**config.mk**
```make
export PLATFORM = sky130hd
export DESIGN_NAME = reg_file_nrw
export DESIGN_NICKNAME = d
export VERILOG_FILES = /design/src/rtl/reg_pkg.sv /design/src/rtl/reg_en_n.sv /design/src/rtl/reg_file_nrw.sv
export SDC_FILE = /design/constraint.sdc
export NUM_CORES = 1
export LEC_CHECK = 0
export ABC_CLOCK_PERIOD_IN_PS = 5700
export CELL_PAD_IN_SITES_DETAIL_PLACEMENT = 2
export CELL_PAD_IN_SITES_GLOBAL_PLACEMENT = 2
export CORE_ASPECT_RATIO = 0.7
export CORE_MARGIN = 8
export CORE_UTILIZATION = 38
export DETAILED_ROUTE_END_ITERATION = 16
export PLACE_DENSITY_LB_ADDON = 0.1
export SYNTH_ARGS = -nofsm -noshare
export SYNTH_HDL_FRONTEND = slang
export SYNTH_SLANG_ARGS = --single-unit
```
**constraint.sdc**
```tcl
create_clock -name clk -period 5.7 [get_ports clk]
set_input_delay 1.14 -clock clk [delete_from_list [all_inputs] [get_ports clk]]
set_output_delay 1.14 -clock clk [all_outputs]
set_load 0.1 [all_outputs]
```
**src/rtl/reg_pkg.sv**
```systemverilog
// reg_pkg: shared defaults and helpers for the register-file family
package reg_pkg;

    localparam int REG_WIDTH_DEF = 8;
    localparam int REG_DEPTH_DEF = 8;

    // Address width for n words, never narrower than one bit
    function automatic int clog2_min1(input int n);
        return (n <= 2) ? 1 : $clog2(n);
    endfunction

endpackage

```
**src/rtl/reg_en_n.sv**
```systemverilog
// reg_en_n: register with enable, synchronous clear and synchronous active-low reset
module reg_en_n #(
    parameter int WIDTH = 8
) (
    input  logic             clk,
    input  logic             reset_n,
    input  logic             en_i,
    input  logic             clr_i,
    input  logic [WIDTH-1:0] d_i,
    output logic [WIDTH-1:0] q_o
);

    logic [WIDTH-1:0] data_q;

    // Reset beats clear, clear beats load, otherwise hold
    always_ff @(posedge clk) begin
        if (!reset_n)   data_q <= '0;
        else if (clr_i) data_q <= '0;
        else if (en_i)  data_q <= d_i;
    end

    assign q_o = data_q;

endmodule

```
**src/rtl/reg_file_nrw.sv**
```systemverilog
// reg_file_nrw: DEPTH x WIDTH register file, one write port, two registered read ports
module reg_file_nrw
    import reg_pkg::*;
#(
    parameter int  WIDTH = REG_WIDTH_DEF,
    parameter int  DEPTH = REG_DEPTH_DEF,
    localparam int AW    = clog2_min1(DEPTH)
) (
    input  logic             clk,
    input  logic             reset_n,
    input  logic             clr,
    input  logic             we,
    input  logic [AW-1:0]    waddr,
    input  logic [WIDTH-1:0] wdata,
    input  logic             re0,
    input  logic [AW-1:0]    raddr0,
    output logic [WIDTH-1:0] rdata0,
    input  logic             re1,
    input  logic [AW-1:0]    raddr1,
    output logic [WIDTH-1:0] rdata1,
    output logic             addr_err
);

    logic [WIDTH-1:0] mem_q [DEPTH];
    logic [DEPTH-1:0] wen;
    logic [WIDTH-1:0] rdata0_d;
    logic [WIDTH-1:0] rdata1_d;
    logic             addr_err_d;

    function automatic logic in_range(input logic [AW-1:0] a);
        return {1'b0, a} < (AW+1)'(DEPTH);
    endfunction

    // Write decode, read muxes with write-first bypass, and range check
    always_comb begin
        wen        = '0;
        rdata0_d   = '0;
        rdata1_d   = '0;
        for (int i = 0; i < DEPTH; i++) begin
            wen[i] = we && (waddr == AW'(i));
            if (raddr0 == AW'(i)) rdata0_d = wen[i] ? wdata : mem_q[i];
            if (raddr1 == AW'(i)) rdata1_d = wen[i] ? wdata : mem_q[i];
        end
        addr_err_d = (we && !in_range(waddr)) || (re0 && !in_range(raddr0)) || (re1 && !in_range(raddr1));
    end

    for (genvar i = 0; i < DEPTH; i++) begin : g_word
        reg_en_n #(.WIDTH(WIDTH)) u_word (
            .clk     (clk),
            .reset_n (reset_n),
            .en_i    (wen[i]),
            .clr_i   (clr),
            .d_i     (wdata),
            .q_o     (mem_q[i])
        );
    end

    // A read during clear returns zero; an idle port keeps its value through clear
    reg_en_n #(.WIDTH(WIDTH)) u_rd0 (
        .clk     (clk),
        .reset_n (reset_n),
        .en_i    (re0),
        .clr_i   (clr & re0),
        .d_i     (rdata0_d),
        .q_o     (rdata0)
    );

    reg_en_n #(.WIDTH(WIDTH)) u_rd1 (
        .clk     (clk),
        .reset_n (reset_n),
        .en_i    (re1),
        .clr_i   (clr & re1),
        .d_i     (rdata1_d),
        .q_o     (rdata1)
    );

    reg_en_n #(.WIDTH(1)) u_err (
        .clk     (clk),
        .reset_n (reset_n),
        .en_i    (1'b1),
        .clr_i   (1'b0),
        .d_i     (addr_err_d),
        .q_o     (addr_err)
    );

endmodule
```
-- Word-level counts from Yosys, hierarchy flattened
Index checks and enable logic that the tools add are counted.
- bits in registers: 80
- input bits: 23
- equal/unequal tests: 21
- muxes and demuxes: 24
- bitwise gates (word level): 3
- reduce and logical (&&, ||, !) cells: 14
- operators with widths (operator ; count):
    2-to-1 mux 8 bit ; 24
    == test 3 bit, second input constant ; 12
    == test 3 x 2 -> 1 bit, second input constant ; 6
    == test 3 x 1 -> 1 bit, second input constant ; 3
    logical NOT 3 bit ; 3
    logical AND 1 bit ; 8
    OR reduction 2 bit ; 3
    AND 1 bit ; 2
    inverter 1 bit ; 1

-- Longest topological paths before layout
Gate-level depths: netlist of run 1.
- depth after elaboration: 11
- gate-level depth with buffers: 7
- mapped depth without buffers: 5

-- Cells and area by module
A second synthesis of run 1 with hierarchy kept.
- cells, all modules: 620
- area total of the unflattened synthesis: 5372.7 µm²
- by module, submodules not included (module ; instances ; cells an instance ; area an instance (µm²)):
    reg_en_n at g_word[0].u_word ... ; 10 ; 27 ; 292.8
    reg_file_nrw ; 1 ; 347 ; 2402.3
    reg_en_n at u_err ; 1 ; 3 ; 42.5

-- Worst setup path before layout of run 1
No wires, ideal clock.
- kind: input port to flip-flop
- start: in waddr[1]
- end: reg u_rd1.data_q[2] (netlist: u_rd1.q_o[2])
- library setup time: 0.133 ns
- data arrival time: 2.473 ns
- path slack: 3.094 ns
- stages on the path: 7
- buffers on the path: 2
- cells stage by stage: buf_4 -> nor4bb_4 -> buf_6 -> mux2i_1 -> o22ai_1 -> o32ai_1 -> a311oi_1
- cells in the longest elaborated chain, start to end: 11
- elaborated cells on any way between the ends: 32
- RTL lines (what ; RTL line ; text):
    start, declared ; reg_file_nrw.sv:13 ; input logic [AW-1:0] waddr,
    logical NOT 3 bit ; reg_file_nrw.sv:40 ; wen[i] = we && (waddr == AW'(i));
    logical AND 1 bit ; reg_file_nrw.sv:40 ;
    2-to-1 mux 8 bit ; -- ;
    2-to-1 mux 8 bit (7 in series) ; reg_file_nrw.sv:42 ; if (raddr1 == AW'(i)) rdata1_d = wen[i] ? wdata : mem_q[i];
    2-to-1 mux 8 bit * ; reg_file_nrw.sv:42 ;
    end signal, assigned ; reg_en_n.sv:19 ; else if (en_i) data_q <= d_i;
    end, declared ; reg_en_n.sv:13 ; logic [WIDTH-1:0] data_q;
Every way passes the cells marked *; elsewhere a longest branch is shown, timed or not.
A chain may end at the register's enable or synchronous reset.

-- Worst setup path in the final report of run 1
- start: in waddr[1]
- end: reg u_rd1.data_q[7] (netlist: u_rd1.q_o[7])
The elaborated chain is that of the path after synthesis.

==> impl_metrics.py, run 1 <==
metrics = {
    "worst_setup_path": {
        "r2r_end": "u_rd1.q_o[5]$_SDFFE_PP0P_",
        "arrival_ps": 3990,
        "crit_fanout": 12,
        "critPathKind": "in2reg",
        "required_ps": 5920,
        "cp-end-kind": "flip-flop",
        "start_kind": "input port",
        "reg2reg_depth": 5,
        "ff2ff_setup_slack_ps": 4100,
        "r2r-start": "g_word[2].u_word.q_o[5]$_SDFF_PP0_",
    },
    "cells_and_area": {
        "antennaDiodeCount": 0,
        "syn_to_final_growth_pct": 15.34,
        "fillCellCount": 1269,
        "nNetsFinal": 560,
        "drive_above_1_share_pct": 5.535,
        "multi_input_area_um2": 2530,
        "regArea_um2": 1602,
        "mostFrequentLayoutCells": "nor2_1 (95), dfxtp_1 (80), mux2i_1 (70)",
        "fin_area_um2": 5080,
        "layout_commonest_cell": "nor2_1",
    },
    "floorplan": {
        "fp-row-count": 33,
        "design.core.area_um2": 11520,
        "die-area_um2": 15350,
        "ioPinCount": 40,
        "die_w_um": 144.7,
        "initial_core_util_pct": 38.23,
        "die_h_um": 106.1,
    },
    "yosys": {
        "yosysSeqAreaShare_pct": 36.36,
        "ys_types": 52,
        "synthesis.area_um2": 4404,
        "synth-compound-area-share_pct": 20.20,
        "synthSimpleGateAreaFrac_pct": 20.74,
        "synth_warnings": 0,
        "syn_inst": 531,
        "synth_seq_cells": 80,
        "syn_area_per_cell_um2": 8.294,
        "synthArstFlopShare_pct": 0,
        "synth.area.top_cells": "dfxtp_1 (36%), mux2i_1 (16%), nor2_1 (8.1%), o21ai_0 (4.3%), nand2_1 (2.9%)",
        "synth_top_family_by_area": "simple AND/OR/NAND/NOR gates",
        "yosys_most_used_dff": "dfxtp_1",
        "synth_top_cell_by_area": "dfxtp_1",
        "syn_nets": 554,
        "synth_fa_ha_area_share_pct": 0,
        "synthMuxAreaShare_pct": 16.16,
        "synth-edff-count": 0,
        "synthXorXnorAreaFrac_pct": 0.1989,
        "synth_top_area_share_pct": 36.36,
    },
    "global_route": {
        "overflow": 0,
        "grt_pass1_wl_mm": 27.48,
        "grt_use_total_pct": 23.91,
        "grt_max_degree": 41,
        "antenna_found_initial": 0,
        "grt_pass1_vias": 4624,
    },
    "routing": {
        "drt-initial-drc-count": 230,
        "drt-wirelength-per-cell_um": 25.48,
        "drt-total-wl_mm": 17.81,
        "drc": 0,
        "viasPerCell": 6.069,
        "vias": 4242,
        "ant_nets": 0,
        "first_pass_iters": 4,
    },
    "placed_design": {
        "dpl.hpwl_mm": 12.68,
        "place_congestion": 0.8576,
        "port_buffers": 38,
        "placed_cell_area_um2": 4772,
    },
    "clock_tree": {
        "clock_path_buffers": 2,
        "clk_latency_ps": 350,
        "cts_root_buffer": "clkbuf_16",
        "cts_buffers": 9,
        "clk_pin_slew_ps": 60,
        "cts_resized": 0,
        "htreeDepth": 3,
        "cts_setup_buffers": 0,
        "cts_hold_buffers": 0,
        "cts_tree": "yes",
        "clock_sinks": 80,
    },
    "power_and_ir_drop": {
        "vdd_drop_max_mv": 0.1438,
        "powerDensity_nw_per_um2": 272.9,
        "p_leak_nw": 1.914,
        "total_power_mw": 1.386,
    },
    "run_status": {
        "status": "complete, no violations",
    },
    "timing": {
        "clock.fmax_mhz": 265.1,
        "slew_viol_final": 0,
        "fin_skew_ps": 3.475,
        "setup_tns_ps": 0,
        "finalSetupViolations": 0,
        "rsz0062_at_grt": "no",
        "maxSlewHeadroom_pct": 28.10,
        "hold_viol": 0,
        "tightest_slew_ps": 1075,
        "period_minus_slack_ps": 3772,
        "period_share_pct": 66.17,
    },
    "min_path": {
        "hold-path-cell-count": 2,
        "hold_end": "u_rd0.q_o[4]$_SDFFE_PP0P_",
        "hold_path.class": "reg2reg",
        "min_from": "u_rd0.q_o[4]$_SDFFE_PP0P_",
    },
    "job": {
        "drv_cap": 0,
    },
}
cells by family (layout without fill, tap and decap cells):
group | count (synthesis) | count (layout)
xor+xnor | 1 | 1
other cells | 1 | 1
buf+inv | 55 | 66
compound gates | 137 | 137
simple gates | 186 | 186
mux | 71 | 71
flops | 80 | 80
per-layer routing:
metal | global-route usage, % | up-vias | wire length [um] | share of wire (%)
li1 | - | 1933 | - | -
met1 | 30.88 | 2141 | 8083 | 45
met5 | 0 | - | 0 | 0
met3 | 4.252 | 40 | 896 | 5.0
met2 | 38.58 | 128 | 8342 | 47
met4 | 10.07 | 0 | 491 | 2.8
state kept, by name (all words and copies together) (netlist names):
| name | cells |
|---|---|
| g_word.u_word.q_o | 64 |
| u_rd0.q_o | 8 |
| u_rd1.q_o | 8 |
layout make-up:
type | count | area share [%]
clock buffers | 11 | 4.975
well taps | 157 | 3.867
flip-flops and latches | 80 | 31.53
repair buffers | 43 | 8.227
multi-input cells | 396 | 49.80
inverters | 7 | 0.5172
clock inverters | 5 | 1.084
synth_stat cells (3+ instances only):
master and count:
nor2_1 95, dfxtp_1 80, mux2i_1 70, o21ai_0 38, nand2_1 34, clkbuf_1 26
a21oi_1 22, o22ai_1 17, o31ai_1 16, nand2b_1 13, nor3_1 12, a221oi_1 11
buf_4 8, buf_2 7, a21boi_0 6, inv_1 6, o32ai_1 6, nor2b_1 5
o211ai_1 5, a211oi_1 4, buf_6 4, or2_2 4, buf_1 3, nand3b_1 3
nand4b_1 3
report_power, final:
part	internal (mW)	total (mW)	switching, mW
logic	0.0597	0.203	0.143
clock network	0.362	0.614	0.252
registers	0.566	0.569	0.00338
total	0.987	1.39	0.399
critical path, stage by stage:
cell and delay, ps:
clkdlybuf4s50_1 790, nand4_1 830, mux2i_1 600, mux2i_1 160, a221oi_1 320, o21ai_0 130
metrics by stage:
step / utilization, % / hold WS [ps] / cells / worst slack, ps
after floorplan: - / 457.7 / 531 / 3094
after global placement: 41.43 / 469.8 / 683 / 1709
after detailed placement: 41.43 / 475.5 / 683 / 1548
after CTS: 44.10 / 490.4 / 699 / 1922
after global routing: 44.10 / 522.3 / 699 / 1755
final: 44.10 / 483.3 / 699 / 1928
how the worst max path moves through the flow:
stage | startpoint | cells past startpoint | to
after floorplan | waddr[1] | 7 | u_rd1.q_o[2]$_SDFFE_PP0P_
after global placement | waddr[1] | 6 | u_rd0.q_o[1]$_SDFFE_PP0P_
final | waddr[1] | 6 | u_rd1.q_o[7]$_SDFFE_PP0P_
after global routing | waddr[1] | 6 | u_rd1.q_o[7]$_SDFFE_PP0P_
after detailed placement | waddr[1] | 6 | u_rd1.q_o[7]$_SDFFE_PP0P_
after CTS | waddr[1] | 6 | u_rd1.q_o[7]$_SDFFE_PP0P_
Power figures use the tool's default switching activity.
==> inputs of run 2 (changes only) <==
--- a/config.mk
+++ b/config.mk
@@ -5,12 +5,12 @@
 export SDC_FILE = /design/constraint.sdc
 export NUM_CORES = 1
 export LEC_CHECK = 0
-export ABC_CLOCK_PERIOD_IN_PS = 5700
+export ABC_CLOCK_PERIOD_IN_PS = 3500
 export CELL_PAD_IN_SITES_DETAIL_PLACEMENT = 2
 export CELL_PAD_IN_SITES_GLOBAL_PLACEMENT = 2
 export CORE_ASPECT_RATIO = 0.7
 export CORE_MARGIN = 8
-export CORE_UTILIZATION = 38
+export CORE_UTILIZATION = 35
 export DETAILED_ROUTE_END_ITERATION = 16
 export PLACE_DENSITY_LB_ADDON = 0.1
 export SYNTH_ARGS = -nofsm -noshare
==> constraint.sdc (replaced) <==
create_clock -name clk -period 3.5 [get_ports clk]
set_input_delay 0.7 -clock clk [delete_from_list [all_inputs] [get_ports clk]]
set_output_delay 0.7 -clock clk [all_outputs]
set_load 0.1 [all_outputs]
==> impl_metrics.py, run 2 (synthesis gave the netlist of run 1 again) <==
metrics = {
    "cells_and_area": {
        "nNetsFinal": 576,
        "fillCellCount": 1406,
        "final_util_pct": 42.54,
        "layout_commonest_cell": "nor2_1",
        "syn_to_final_growth_pct": 19.15,
        "layout.cells.non_filler": 719,
        "mostFrequentLayoutCells": "nor2_1 (95), dfxtp_1 (80), mux2i_1 (70)",
        "largest_reg_flops": 64,
        "fin_area_um2": 5248,
        "antennaDiodeCount": 0,
        "drive_above_1_share_pct": 7.720,
    },
    "routing": {
        "drc": 0,
        "vias": 4228,
        "viasPerCell": 5.880,
        "drt-total-wl_mm": 17.68,
        "drt-initial-drc-count": 230,
        "first_pass_iters": 5,
        "drt-wirelength-per-cell_um": 24.59,
        "ant_nets": 0,
    },
    "timing": {
        "tightest_slew_ps": 987.8,
        "finalSetupViolations": 0,
        "rsz0062_at_grt": "no",
        "hold_viol": 0,
        "postLayoutSetupSlackWorst_ps": 589.4,
        "period_minus_slack_ps": 2911,
        "setup_tns_ps": 0,
        "fin_hold_ws_ps": 478.5,
        "period_share_pct": 83.16,
        "clock.fmax_mhz": 343.6,
        "maxSlewHeadroom_pct": 33.94,
        "fin_skew_ps": 6.844,
        "slew_viol_final": 0,
    },
    "worst_setup_path": {
        "required_ps": 3710,
        "critPathKind": "in2reg",
        "start_kind": "input port",
        "crit_fanout": 13,
        "cp-end-kind": "flip-flop",
        "arrival_ps": 3120,
        "ff2ff_setup_slack_ps": 2010,
    },
    "power_and_ir_drop": {
        "p_leak_nw": 2.008,
        "powerDensity_nw_per_um2": 450.5,
        "vdd_drop_max_mv": 0.2242,
        "total_power_mw": 2.364,
    },
    "global_route": {
        "overflow": 0,
        "grt_use_total_pct": 22.05,
        "antenna_found_initial": 1,
        "grt_pass1_wl_mm": 27.32,
        "grt_pass1_vias": 4594,
        "grt_max_degree": 46,
    },
    "clock_tree": {
        "htreeDepth": 3,
        "clk_latency_ps": 340,
        "clock_sinks": 80,
        "cts_root_buffer": "clkbuf_16",
        "cts_tree": "yes",
        "clock_path_buffers": 2,
        "cts_hold_buffers": 0,
        "cts_resized": 0,
        "cts_buffers": 9,
        "cts_setup_buffers": 0,
        "clk_pin_slew_ps": 60,
    },
    "placed_design": {
        "place_congestion": 0.8545,
        "placed_cell_area_um2": 4911,
        "port_buffers": 38,
        "dpl.hpwl_mm": 12.97,
        "dp.cells": 704,
        "post-place-ws_ps": 239.7,
    },
    "floorplan": {
        "ioPinCount": 40,
        "die_h_um": 109.9,
        "die_w_um": 150.1,
        "fp-row-count": 34,
        "design.core.area_um2": 12340,
        "die-area_um2": 16490,
        "initial_core_util_pct": 35.70,
    },
    "run_status": {
        "status": "complete, no violations",
    },
    "job": {
        "drv_cap": 0,
    },
    "min_path": {
        "hold_path.class": "reg2reg",
    },
}
[run 2: power by group]
group,switching [mW],leakage [nW],internal (mW)
combinational,0.234,1.20,0.105
clock,0.385,0.163,0.714
sequential,0.00534,0.646,0.922
total,0.624,2.01,1.74
[run 2: path summary, 6_finish.rpt]
| path | from | end | cells past startpoint |
|---|---|---|---|
| worst max register to register | g_word[2].u_word.q_o[3]$_SDFF_PP0_ | u_rd1.q_o[3]$_SDFFE_PP0P_ | 4 |
| worst min-delay path | u_rd1.q_o[3]$_SDFFE_PP0P_ | u_rd1.q_o[3]$_SDFFE_PP0P_ | 2 |
| worst max-delay path | waddr[2] | u_rd1.q_o[3]$_SDFFE_PP0P_ | 7 |
| worst min register to register | u_rd1.q_o[3]$_SDFFE_PP0P_ | u_rd1.q_o[3]$_SDFFE_PP0P_ | 2 |
[run 2: cell type report]
cell class,instances,area (um2),area share [%]
multi-input cells,396,2530,48.21
well taps,162,202.7,3.863
flip-flops and latches,80,1602,30.52
inverters,7,26.28,0.5007
clock buffers,12,246.5,4.697
clock inverters,3,90.09,1.717
repair buffers,59,550.5,10.49
[run 2: routing by layer]
metal	up-vias	track usage, %	wire (um)
li1	1955	-	-
met3	33	4.441	849
met5	-	0	0
met4	0	6.965	384
met1	2140	28.08	8189
met2	100	37.05	8258
[run 2: critical path, cell delays in order]
cell and delay [ps]:
clkdlybuf4s50_1 680, nand4bb_1 480, buf_4 270, o22ai_1 240
a21oi_1 130, a211oi_1 440, o221ai_1 180
==> inputs of run 3 (changes only) <==
--- a/config.mk
+++ b/config.mk
@@ -5,7 +5,7 @@
 export SDC_FILE = /design/constraint.sdc
 export NUM_CORES = 1
 export LEC_CHECK = 0
-export ABC_CLOCK_PERIOD_IN_PS = 3500
+export ABC_CLOCK_PERIOD_IN_PS = 2800
 export CELL_PAD_IN_SITES_DETAIL_PLACEMENT = 2
 export CELL_PAD_IN_SITES_GLOBAL_PLACEMENT = 2
 export CORE_ASPECT_RATIO = 0.7
==> constraint.sdc (replaced) <==
create_clock -name clk -period 2.8 [get_ports clk]
set_input_delay 0.56 -clock clk [delete_from_list [all_inputs] [get_ports clk]]
set_output_delay 0.56 -clock clk [all_outputs]
set_load 0.1 [all_outputs]
==> impl_metrics.py, run 3 (synthesis gave the netlist of run 1 again) <==
metrics = {
    "run_status": {
        "status": "complete, no violations",
    },
    "timing": {
        "clock.fmax_mhz": 364.6,
        "fin_skew_ps": 8.172,
        "fin_hold_ws_ps": 482.9,
        "period_share_pct": 97.95,
        "finalSetupViolations": 0,
        "tightest_slew_ps": 563.9,
        "hold_viol": 0,
        "maxSlewHeadroom_pct": 62.33,
        "slew_viol_final": 0,
        "rsz0062_at_grt": "no",
        "period_minus_slack_ps": 2743,
    },
    "job": {
        "drv_cap": 0,
    },
    "min_path": {
        "hold-path-cell-count": 2,
        "min_from": "u_rd0.q_o[5]$_SDFFE_PP0P_",
        "hold_path.class": "reg2reg",
        "hold_end": "u_rd0.q_o[5]$_SDFFE_PP0P_",
    },
    "cells_and_area": {
        "layout.cells.non_filler": 756,
        "drive_above_1_share_pct": 16.33,
        "nNetsFinal": 612,
        "final_util_pct": 44.68,
        "layout_commonest_cell": "nor2_1",
        "mostFrequentLayoutCells": "nor2_1 (95), dfxtp_1 (80), mux2i_1 (70)",
        "syn_to_final_growth_pct": 25.14,
        "largest_reg_flops": 64,
        "fin_area_um2": 5512,
        "antennaDiodeCount": 0,
    },
    "clock_tree": {
        "clock_sinks": 80,
        "clk_latency_ps": 340,
        "cts_hold_buffers": 0,
        "cts_setup_buffers": 0,
        "htreeDepth": 3,
        "cts_resized": 0,
        "cts_buffers": 9,
        "clock_path_buffers": 2,
        "cts_root_buffer": "clkbuf_16",
        "clk_pin_slew_ps": 60,
        "cts_tree": "yes",
    },
    "floorplan": {
        "fp-row-count": 34,
        "die_w_um": 150.1,
        "ioPinCount": 40,
        "die-area_um2": 16490,
        "design.core.area_um2": 12340,
        "die_h_um": 109.9,
        "initial_core_util_pct": 35.70,
    },
    "placed_design": {
        "dpl.hpwl_mm": 13.53,
        "dp.cells": 740,
        "port_buffers": 38,
        "place_congestion": 0.8502,
        "placed_cell_area_um2": 5204,
    },
    "power_and_ir_drop": {
        "total_power_mw": 2.860,
        "powerDensity_nw_per_um2": 518.9,
        "p_leak_nw": 2.212,
        "vdd_drop_max_mv": 0.2752,
    },
    "global_route": {
        "antenna_found_initial": 0,
        "grt_pass1_vias": 4743,
        "grt_pass1_wl_mm": 27.95,
        "grt_use_total_pct": 22.42,
        "overflow": 0,
        "grt_max_degree": 40,
    },
    "routing": {
        "drt-total-wl_mm": 18.15,
        "drt-initial-drc-count": 244,
        "drt-wirelength-per-cell_um": 24.01,
        "first_pass_iters": 4,
        "vias": 4387,
        "viasPerCell": 5.803,
        "ant_nets": 0,
        "drc": 0,
    },
    "worst_setup_path": {
        "critPathKind": "in2reg",
        "crit_path_start": "waddr[2]",
        "arrival_ps": 2950,
        "ff2ff_setup_slack_ps": 1220,
        "required_ps": 3010,
        "r2r-start": "g_word[2].u_word.q_o[5]$_SDFF_PP0_",
        "reg2reg_depth": 5,
        "start_kind": "input port",
        "crit_fanout": 8,
        "r2r_end": "u_rd1.q_o[5]$_SDFFE_PP0P_",
        "cp-end-kind": "flip-flop",
    },
}
## run 3: cell types whose count changed in the layout (fill, tap and decap cells not counted), sizes merged
cell           change
inv                +1
bufinv             -2
buf               +52
clkdlybuf4s50     -16
clkinvlp           +1
clkinv             +1
## run 3: power by group
part | internal (mW) | switching, mW | leakage [nW]
logic | 0.158 | 0.299 | 1.42
registers | 1.15 | 0.00685 | 0.646
clock network | 0.743 | 0.502 | 0.149
total | 2.05 | 0.808 | 2.21
## run 3: layout make-up
type / count / area (um2)
well taps: 162 / 202.7
flip-flops and latches: 80 / 1602
clock buffers: 12 / 256.5
repair buffers: 95 / 843.3
inverters: 7 / 26.28
fillers: 1396 / 6825
clock inverters: 4 / 51.30
multi-input cells: 396 / 2530
## run 3: stage by stage
stage          setup slack, ps  setup TNS, ps
2_1_floorplan            773.5              0
3_3_place_gp            -134.9         -402.3
3_5_place_dp            -202.7          -1718
4_1_cts                  88.63              0
5_1_grt                  10.31              0
6_report                 57.31              0
## run 3: routing by layer
layer,part of all wire [%],vias up,wire [um],global-route usage [%]
li1,-,2034,-,-
met1,46,2233,8313,28.28
met2,48,92,8700,38.72
met3,4.4,28,795,3.947
met4,1.9,0,339,6.610
met5,0,-,0,0
## run 3: how the worst max path moves through the flow
stage / to / cells after the start
floorplan: u_rd1.q_o[2]$_SDFFE_PP0P_ / 7
CTS: u_rd0.q_o[7]$_SDFFE_PP0P_ / 9
detailed placement: u_rd0.q_o[7]$_SDFFE_PP0P_ / 8
global route: u_rd0.q_o[7]$_SDFFE_PP0P_ / 9
finish: u_rd0.q_o[7]$_SDFFE_PP0P_ / 9
global placement: u_rd0.q_o[7]$_SDFFE_PP0P_ / 9
## run 3: critical path, cell delays in order
cell and delay [ps]:
clkdlybuf4s50_1 740, buf_4 200, nand4b_1 130, buf_4 170, mux2i_1 350, o22ai_1 130, o32ai_1 420, buf_4 190
a221oi_1 60
